### src/rtl/pot_scan_ctrl.sv
// pot_scan_ctrl: round-robin A2D scanner issuing one conversion per slot and capturing results per slot.
// Optional macro POT_IIR_EN: captures after the first one per slot are smoothed by a 1/4-weight IIR.
module pot_scan_ctrl #(
    parameter int                      NUM_CH      = 6,
    parameter int                      RES_W       = 12,
    parameter int                      CH_W        = 3,
    parameter logic [NUM_CH*CH_W-1:0]  CH_MAP      = {3'd7, 3'd4, 3'd3, 3'd2, 3'd1, 3'd0},
    parameter int                      SETTLE_CYC  = 4,
    parameter int                      TIMEOUT_CYC = 4096
) (
    input  logic                     clk,
    input  logic                     rst_n,
    input  logic                     en,
    input  logic                     clr_err,
    input  logic                     cnv_cmplt,
    input  logic [RES_W-1:0]         res,
    output logic                     strt_cnv,
    output logic [CH_W-1:0]          chnnl,
    output logic [NUM_CH*RES_W-1:0]  pot_vals,
    output logic [NUM_CH-1:0]        pot_vld,
    output logic                     scan_done,
    output logic                     timeout_err
);

    localparam int IDX_W = (NUM_CH > 1) ? $clog2(NUM_CH) : 1;
    localparam int TMO_W = (TIMEOUT_CYC > 1) ? $clog2(TIMEOUT_CYC) : 1;
    localparam int SET_W = (SETTLE_CYC > 1) ? $clog2(SETTLE_CYC) : 1;
    localparam logic [IDX_W-1:0] IDX_LAST = IDX_W'(NUM_CH - 1);
    localparam logic [TMO_W-1:0] TMO_LAST = TMO_W'(TIMEOUT_CYC - 1);
    localparam logic [SET_W-1:0] SET_LAST = SET_W'((SETTLE_CYC > 0) ? (SETTLE_CYC - 1) : 0);

    typedef enum logic [1:0] {
        ST_IDLE   = 2'd0,
        ST_START  = 2'd1,
        ST_WAIT   = 2'd2,
        ST_SETTLE = 2'd3
    } state_t;

    state_t                     state_r;
    logic [IDX_W-1:0]           idx_r;
    logic [TMO_W-1:0]           tmo_cnt_r;
    logic [SET_W-1:0]           settle_cnt_r;
    logic                       strt_cnv_r;
    logic [CH_W-1:0]            chnnl_r;
    logic [NUM_CH*RES_W-1:0]    pot_vals_r;
    logic [NUM_CH-1:0]          pot_vld_r;
    logic                       scan_done_r;
    logic                       timeout_err_r;

    logic [IDX_W-1:0]           next_idx_s;
    logic                       wrap_s;
    logic [RES_W-1:0]           cap_val_s;

    function automatic logic [CH_W-1:0] ch_of(input logic [IDX_W-1:0] i);
        return CH_MAP[int'(i)*CH_W +: CH_W];
    endfunction

`ifdef POT_IIR_EN
    function automatic logic [RES_W-1:0] smooth(input logic [RES_W-1:0] old_v,
                                                input logic [RES_W-1:0] new_v);
        logic signed [RES_W:0] diff;
        diff = $signed({1'b0, new_v}) - $signed({1'b0, old_v});
        // Result always lies between old and new, so modulo-2^RES_W addition is exact
        return old_v + RES_W'(diff >>> 2);
    endfunction
`endif

    // Slot that follows the current one, and whether the current slot closes a scan
    always_comb begin
        if (idx_r == IDX_LAST) begin
            next_idx_s = '0;
            wrap_s     = 1'b1;
        end else begin
            next_idx_s = idx_r + 1'b1;
            wrap_s     = 1'b0;
        end
    end

    // Value written into the current slot on a completed conversion
    always_comb begin
`ifdef POT_IIR_EN
        if (pot_vld_r[idx_r]) begin
            cap_val_s = smooth(pot_vals_r[int'(idx_r)*RES_W +: RES_W], res);
        end else begin
            cap_val_s = res;
        end
`else
        cap_val_s = res;
`endif
    end

    // Scan sequencer: request, wait/timeout, capture, settle
    always_ff @(posedge clk or negedge rst_n) begin
        if (!rst_n) begin
            state_r       <= ST_IDLE;
            idx_r         <= '0;
            tmo_cnt_r     <= '0;
            settle_cnt_r  <= '0;
            strt_cnv_r    <= 1'b0;
            chnnl_r       <= CH_MAP[CH_W-1:0];
            pot_vals_r    <= '0;
            pot_vld_r     <= '0;
            scan_done_r   <= 1'b0;
            timeout_err_r <= 1'b0;
        end else begin
            strt_cnv_r  <= 1'b0;
            scan_done_r <= 1'b0;
            if (clr_err) begin
                timeout_err_r <= 1'b0;
            end
            case (state_r)
                ST_IDLE: begin
                    if (en) begin
                        state_r    <= ST_START;
                        strt_cnv_r <= 1'b1;
                        chnnl_r    <= ch_of(idx_r);
                    end
                end
                ST_START: begin
                    state_r   <= ST_WAIT;
                    tmo_cnt_r <= '0;
                end
                ST_WAIT: begin
                    if (cnv_cmplt || (tmo_cnt_r == TMO_LAST)) begin
                        // A completion on the last allowed cycle wins over the timeout
                        if (cnv_cmplt) begin
                            pot_vals_r[int'(idx_r)*RES_W +: RES_W] <= cap_val_s;
                            pot_vld_r[idx_r] <= 1'b1;
                        end else begin
                            timeout_err_r <= 1'b1;
                        end
                        tmo_cnt_r   <= '0;
                        idx_r       <= next_idx_s;
                        scan_done_r <= wrap_s;
                        if (SETTLE_CYC == 0) begin
                            if (en) begin
                                state_r    <= ST_START;
                                strt_cnv_r <= 1'b1;
                                chnnl_r    <= ch_of(next_idx_s);
                            end else begin
                                state_r <= ST_IDLE;
                            end
                        end else begin
                            state_r      <= ST_SETTLE;
                            settle_cnt_r <= '0;
                        end
                    end else begin
                        tmo_cnt_r <= tmo_cnt_r + 1'b1;
                    end
                end
                ST_SETTLE: begin
                    if (settle_cnt_r == SET_LAST) begin
                        settle_cnt_r <= '0;
                        if (en) begin
                            state_r    <= ST_START;
                            strt_cnv_r <= 1'b1;
                            chnnl_r    <= ch_of(idx_r);
                        end else begin
                            state_r <= ST_IDLE;
                        end
                    end else begin
                        settle_cnt_r <= settle_cnt_r + 1'b1;
                    end
                end
                default: begin
                    state_r <= ST_IDLE;
                end
            endcase
        end
    end

    assign strt_cnv    = strt_cnv_r;
    assign chnnl       = chnnl_r;
    assign pot_vals    = pot_vals_r;
    assign pot_vld     = pot_vld_r;
    assign scan_done   = scan_done_r;
    assign timeout_err = timeout_err_r;

endmodule
### config.mk
export PLATFORM = sky130hd
export DESIGN_NAME = pot_scan_ctrl
export DESIGN_NICKNAME = d
export VERILOG_FILES = /design/src/rtl/pot_scan_ctrl.sv
export SDC_FILE = /design/constraint.sdc
export NUM_CORES = 1
export LEC_CHECK = 0
export BUFFER_PORTS_ARGS = -buffer_cell sky130_fd_sc_hd__buf_2
export CAP_MARGIN = 20
export CORE_MARGIN = 1.5
export CORE_UTILIZATION = 53
export CTS_BUF_LIST = sky130_fd_sc_hd__clkbuf_2 sky130_fd_sc_hd__clkbuf_4 sky130_fd_sc_hd__clkbuf_8
export DETAILED_ROUTE_END_ITERATION = 16
export PLACE_DENSITY = 0.81
export SETUP_SLACK_MARGIN = 0.1
export SYNTH_ARGS = -nofsm -noshare
export SYNTH_HDL_FRONTEND = slang
export SYNTH_SLANG_ARGS = --single-unit
### constraint.sdc
create_clock -name clk -period 3.8 [get_ports clk]
set_clock_uncertainty 0.1 [all_clocks]
set_input_delay 0.38 -clock clk [delete_from_list [all_inputs] [get_ports clk]]
set_output_delay 0.38 -clock clk [all_outputs]
set_load 0.02 [all_outputs]
==> impl_metrics.xml <==
<?xml version="1.0" encoding="UTF-8"?>
<metrics>
  <group name="synth">
    <metric name="seq_area_frac_synth" unit="">0.453</metric>
    <metric name="synth-async-reset-ratio" unit="">1.00</metric>
    <metric name="synthSimpleGateAreaFrac" unit="">0.154</metric>
    <metric name="synth-xor-area-share" unit="">0.0286</metric>
    <metric name="synth-warning-count" unit="">0</metric>
    <metric name="synth.area.mux_share" unit="">0.166</metric>
    <metric name="synth_enable_flop_cells" unit="">0</metric>
    <metric name="synth-main-ff-cell" unit="">sky130_fd_sc_hd__dfrtp_1</metric>
    <metric name="synth_fp_nets" unit="">566</metric>
    <metric name="netlist.area_leader.share" unit="">0.453</metric>
    <metric name="synth-compound-area-share" unit="">0.130</metric>
    <metric name="synth.cell_area" unit="µm²">5680</metric>
    <metric name="syn-instance-count" unit="">533</metric>
    <metric name="synth.area.top_cells" unit="">sky130_fd_sc_hd__dfrtp_1 (45%), sky130_fd_sc_hd__mux2_2 (13%), sky130_fd_sc_hd__ha_1 (3.3%), sky130_fd_sc_hd__mux2i_1 (3.2%), sky130_fd_sc_hd__nand2_1 (3.2%)</metric>
    <metric name="ys_seq_elements" unit="">103</metric>
    <metric name="synthDominantAreaCellType" unit="">sky130_fd_sc_hd__dfrtp_1</metric>
    <metric name="synth_area_per_cell" unit="µm²">10.7</metric>
    <metric name="synth.lib_cells_used.distinct" unit="">69</metric>
    <metric name="combinational_family_with_the_most_area_after_synthesis" unit="">multiplexers</metric>
    <metric name="post_synth_fa_ha_maj_area_fraction" unit="">0.0365</metric>
  </group>
  <group name="pwr">
    <metric name="leakagePower" unit="µW">0.00329</metric>
    <metric name="netSwitchingFraction" unit="">0.493</metric>
    <metric name="p_int" unit="µW">3020</metric>
    <metric name="clkPwrFrac" unit="">0.129</metric>
    <metric name="powerDensity" unit="nW/µm²">904</metric>
    <metric name="combPwrFrac" unit="">0.607</metric>
    <metric name="seq_power_share" unit="">0.264</metric>
    <metric name="switchingPower" unit="µW">2940</metric>
    <metric name="vdd.ir_drop.worst" unit="V">0.000354</metric>
  </group>
  <group name="clock_tree">
    <metric name="cts-root-to-sink-buffers" unit="">2</metric>
    <metric name="post_cts_buffers" unit="">0</metric>
    <metric name="h_tree_depth_reported_by_cts" unit="">3</metric>
    <metric name="clock_sinks" unit="">103</metric>
    <metric name="clk_pin_slew" unit="ns">0.09</metric>
    <metric name="tritoncts" unit="">done</metric>
    <metric name="clockRootBuffer" unit="">sky130_fd_sc_hd__clkbuf_8</metric>
    <metric name="postCtsHoldBufs" unit="">1</metric>
    <metric name="ctsResizeCount" unit="">0</metric>
    <metric name="cts_inserted_buffers" unit="">9</metric>
    <metric name="clkLatencyLatePin" unit="ns">0.38</metric>
  </group>
  <group name="placement">
    <metric name="hpwlAfterDp" unit="mm">10.7</metric>
    <metric name="place.port_buffers" unit="">100</metric>
    <metric name="numPlacedInstances" unit="">758</metric>
    <metric name="gp_congestion" unit="">0.970</metric>
  </group>
  <group name="setup_path">
    <metric name="arrival" unit="ns">3.59</metric>
    <metric name="endpoint_kind" unit="">flip-flop</metric>
    <metric name="crit_path_start_kind" unit="">flip-flop</metric>
    <metric name="worstSetupPathType" unit="">reg -&gt; reg</metric>
    <metric name="critPathMaxFanout" unit="">7</metric>
    <metric name="r2r_cells" unit="">9</metric>
    <metric name="cp.required" unit="ns">3.96</metric>
  </group>
  <group name="timing">
    <metric name="final_hold_viol_count" unit="">0</metric>
    <metric name="max_slew.worst_pin.slew" unit="ns">0.785</metric>
    <metric name="timing.slew.headroom" unit="">0.477</metric>
    <metric name="unrepaired_setup_endpoints_after_global_routing" unit="">false</metric>
    <metric name="final.min_clock_period" unit="ns">3.43</metric>
    <metric name="timing.final.crit_share" unit="">0.902</metric>
    <metric name="finalSetupViolations" unit="">0</metric>
    <metric name="timing_max_transition_violations_final" unit="">0</metric>
    <metric name="fin_tns_setup" unit="ns">0</metric>
    <metric name="maxClockFrequency" unit="GHz">0.292</metric>
    <metric name="fin_hold_ws" unit="ns">0.0829</metric>
  </group>
  <group name="finish">
    <metric name="final_common_cell" unit="">sky130_fd_sc_hd__dfrtp_1</metric>
    <metric name="nNetsFinal" unit="">667</metric>
    <metric name="final-instance-count-excl-fill" unit="">775</metric>
    <metric name="drive_gt1_frac" unit="">0.340</metric>
    <metric name="fill_cell_total_of_the_finished_layout" unit="">874</metric>
    <metric name="multi_input_area" unit="µm²">2930</metric>
    <metric name="layout.cells.most_common_list" unit="">sky130_fd_sc_hd__dfrtp_1 (103), sky130_fd_sc_hd__buf_2 (99), sky130_fd_sc_hd__mux2_2 (66)</metric>
    <metric name="antenna_cells_inserted" unit="">0</metric>
    <metric name="syn_to_final_growth" unit="%">15.9</metric>
    <metric name="area.sequential" unit="µm²">2580</metric>
  </group>
  <group name="worst_hold_path">
    <metric name="hold_depth" unit="">2</metric>
    <metric name="min_path_type" unit="">in -&gt; reg</metric>
  </group>
  <group name="global_route">
    <metric name="number_of_antenna_violations_at_the_first_check_in_global_routing" unit="">0</metric>
    <metric name="globalRouteTotalUtil" unit="">0.268</metric>
    <metric name="grt_pass1_vias" unit="">4613</metric>
    <metric name="pin_count_of_the_biggest_net_entering_global_routing" unit="">65</metric>
    <metric name="grt_remaining_overflow" unit="">0</metric>
    <metric name="first_pass_grt_wire_length" unit="mm">23.6</metric>
  </group>
  <group name="drt">
    <metric name="detail_route.first_pass.iterations" unit="">6</metric>
    <metric name="antenna_violating_nets_post_route" unit="">0</metric>
    <metric name="post_drt_wl_per_cell" unit="µm">18.7</metric>
    <metric name="drt-total-wl" unit="mm">14.5</metric>
    <metric name="detailroute.via_count" unit="">4657</metric>
    <metric name="drt-vias-per-instance" unit="">6.01</metric>
    <metric name="route.detailed.drc" unit="">0</metric>
    <metric name="drt-initial-drc-count" unit="">524</metric>
  </group>
  <group name="outcome">
    <metric name="outcome" unit="">finished clean</metric>
  </group>
  <group name="floorplan">
    <metric name="floorplan.io_pins" unit="">101</metric>
    <metric name="starting_utilization_of_the_core_area" unit="">0.548</metric>
    <metric name="core_region_area" unit="µm²">10400</metric>
    <metric name="fp.dieW" unit="µm">107</metric>
    <metric name="fp.dieH" unit="µm">107</metric>
    <metric name="rows" unit="">37</metric>
    <metric name="floorplan.die_area" unit="µm²">11400</metric>
  </group>
  <group name="run">
    <metric name="cap_viol_max_count" unit="">0</metric>
  </group>
</metrics>
-- synth_stat cells (4+ instances only) --
| cell | count |
|---|---|
| sky130_fd_sc_hd__a21oi_1 | 15 |
| sky130_fd_sc_hd__a22oi_1 | 8 |
| sky130_fd_sc_hd__a31oi_1 | 7 |
| sky130_fd_sc_hd__buf_1 | 4 |
| sky130_fd_sc_hd__clkbuf_1 | 14 |
| sky130_fd_sc_hd__dfrtp_1 | 103 |
| sky130_fd_sc_hd__ha_1 | 15 |
| sky130_fd_sc_hd__inv_1 | 20 |
| sky130_fd_sc_hd__mux2_2 | 66 |
| sky130_fd_sc_hd__mux2i_1 | 18 |
| sky130_fd_sc_hd__nand2_1 | 48 |
| sky130_fd_sc_hd__nand2b_1 | 10 |
| sky130_fd_sc_hd__nand3_1 | 17 |
| sky130_fd_sc_hd__nand4_1 | 15 |
| sky130_fd_sc_hd__nor2_1 | 46 |
| sky130_fd_sc_hd__nor2b_1 | 6 |
| sky130_fd_sc_hd__nor3_1 | 4 |
| sky130_fd_sc_hd__nor4_1 | 5 |
| sky130_fd_sc_hd__o21ai_0 | 11 |
| sky130_fd_sc_hd__o22ai_1 | 7 |
| sky130_fd_sc_hd__o2bb2ai_1 | 5 |
| sky130_fd_sc_hd__o32ai_1 | 5 |
| sky130_fd_sc_hd__xnor2_1 | 9 |
| sky130_fd_sc_hd__xor2_1 | 4 |
-- per-stage QoR --
stage                     total power (µW)  setup slack, ns  instance area (µm²)   util
after floorplan                       4120            0.197                 5680      -
after global placement                5040            0.520                 6350  0.613
after detailed placement              5140            0.400                 6350  0.613
after CTS                             5930            0.383                 6590  0.635
after global routing                  6350            0.224                 6590  0.635
final                                 5960            0.371                 6590  0.635
-- area by class of cell --
class | count | share of cell area
Sequential cell | 103 | 0.391
Timing Repair Buffer | 114 | 0.0927
Inverter | 20 | 0.0114
Clock inverter | 5 | 0.0120
Clock buffer | 11 | 0.0220
Tap cell | 136 | 0.0258
Multi-Input combinational cell | 386 | 0.445
-- state kept, by name (all words and copies together), names as in the netlist --
register and flops:
chnnl 3, strt_cnv 1, idx_r 3, state_r 2
timeout_err 1, tmo_cnt_r 12, pot_vld 6, scan_done 1
pot_vals 72, settle_cnt_r 2
-- power groups by stage --
stage	Clock (µW)	Sequential (µW)	Combinational, µW
after floorplan	0	1910	2210
after global placement	0	1580	3460
after detailed placement	0	1600	3540
after CTS	789	1580	3560
after global routing	835	1610	3910
final	770	1570	3610
-- critical path, cell delays in order, from the launching register on --
cell and delay [ns]:
sky130_fd_sc_hd__dfrtp_1 0.48, sky130_fd_sc_hd__ha_1 0.25, sky130_fd_sc_hd__fa_1 0.50, sky130_fd_sc_hd__inv_1 0.11
sky130_fd_sc_hd__and3_1 0.20, sky130_fd_sc_hd__ha_1 0.27, sky130_fd_sc_hd__or4_1 0.57, sky130_fd_sc_hd__a2bb2oi_2 0.18
sky130_fd_sc_hd__nor3_4 0.29, sky130_fd_sc_hd__mux2_2 0.37
-- layer usage --
metal,part of all wire,wire (µm),global-route usage,vias to the layer above
met1,0.43,6220,0.366,2237
met2,0.46,6620,0.412,249
li1,-,-,-,2123
met4,0.030,437,0.110,0
met3,0.082,1190,0.0613,48
met5,0,0,0,-
-- kinds of logic (layout without fill, tap and decap cells) --
kind of cell             after synthesis  after routing
AND/OR/NAND/NOR                      172            172
flip-flops                           103            103
AO/OA/AOI/OAI                         96             96
multiplexers                          86             86
buffers and inverters                 44            150
adder cells (fa/ha/maj)               16             16
XOR/XNOR                              16             16
-- worst paths after layout --
check | to | start | slack, ns
max | pot_vals[52]$_DFFE_PN0P_ | idx_r[1]$_DFFE_PN0P_ | 0.37
min | timeout_err$_DFF_PN0_ | clr_err | 0.08
max reg2reg | pot_vals[52]$_DFFE_PN0P_ | idx_r[1]$_DFFE_PN0P_ | 0.37
min reg2reg | pot_vld[2]$_DFFE_PN0P_ | pot_vld[2]$_DFFE_PN0P_ | 0.36
max in group asynchronous | pot_vals[39]$_DFFE_PN0P_ | rst_n | 2.26
min in group asynchronous | pot_vals[47]$_DFFE_PN0P_ | rst_n | 0.53
Power figures use the tool's default switching activity.
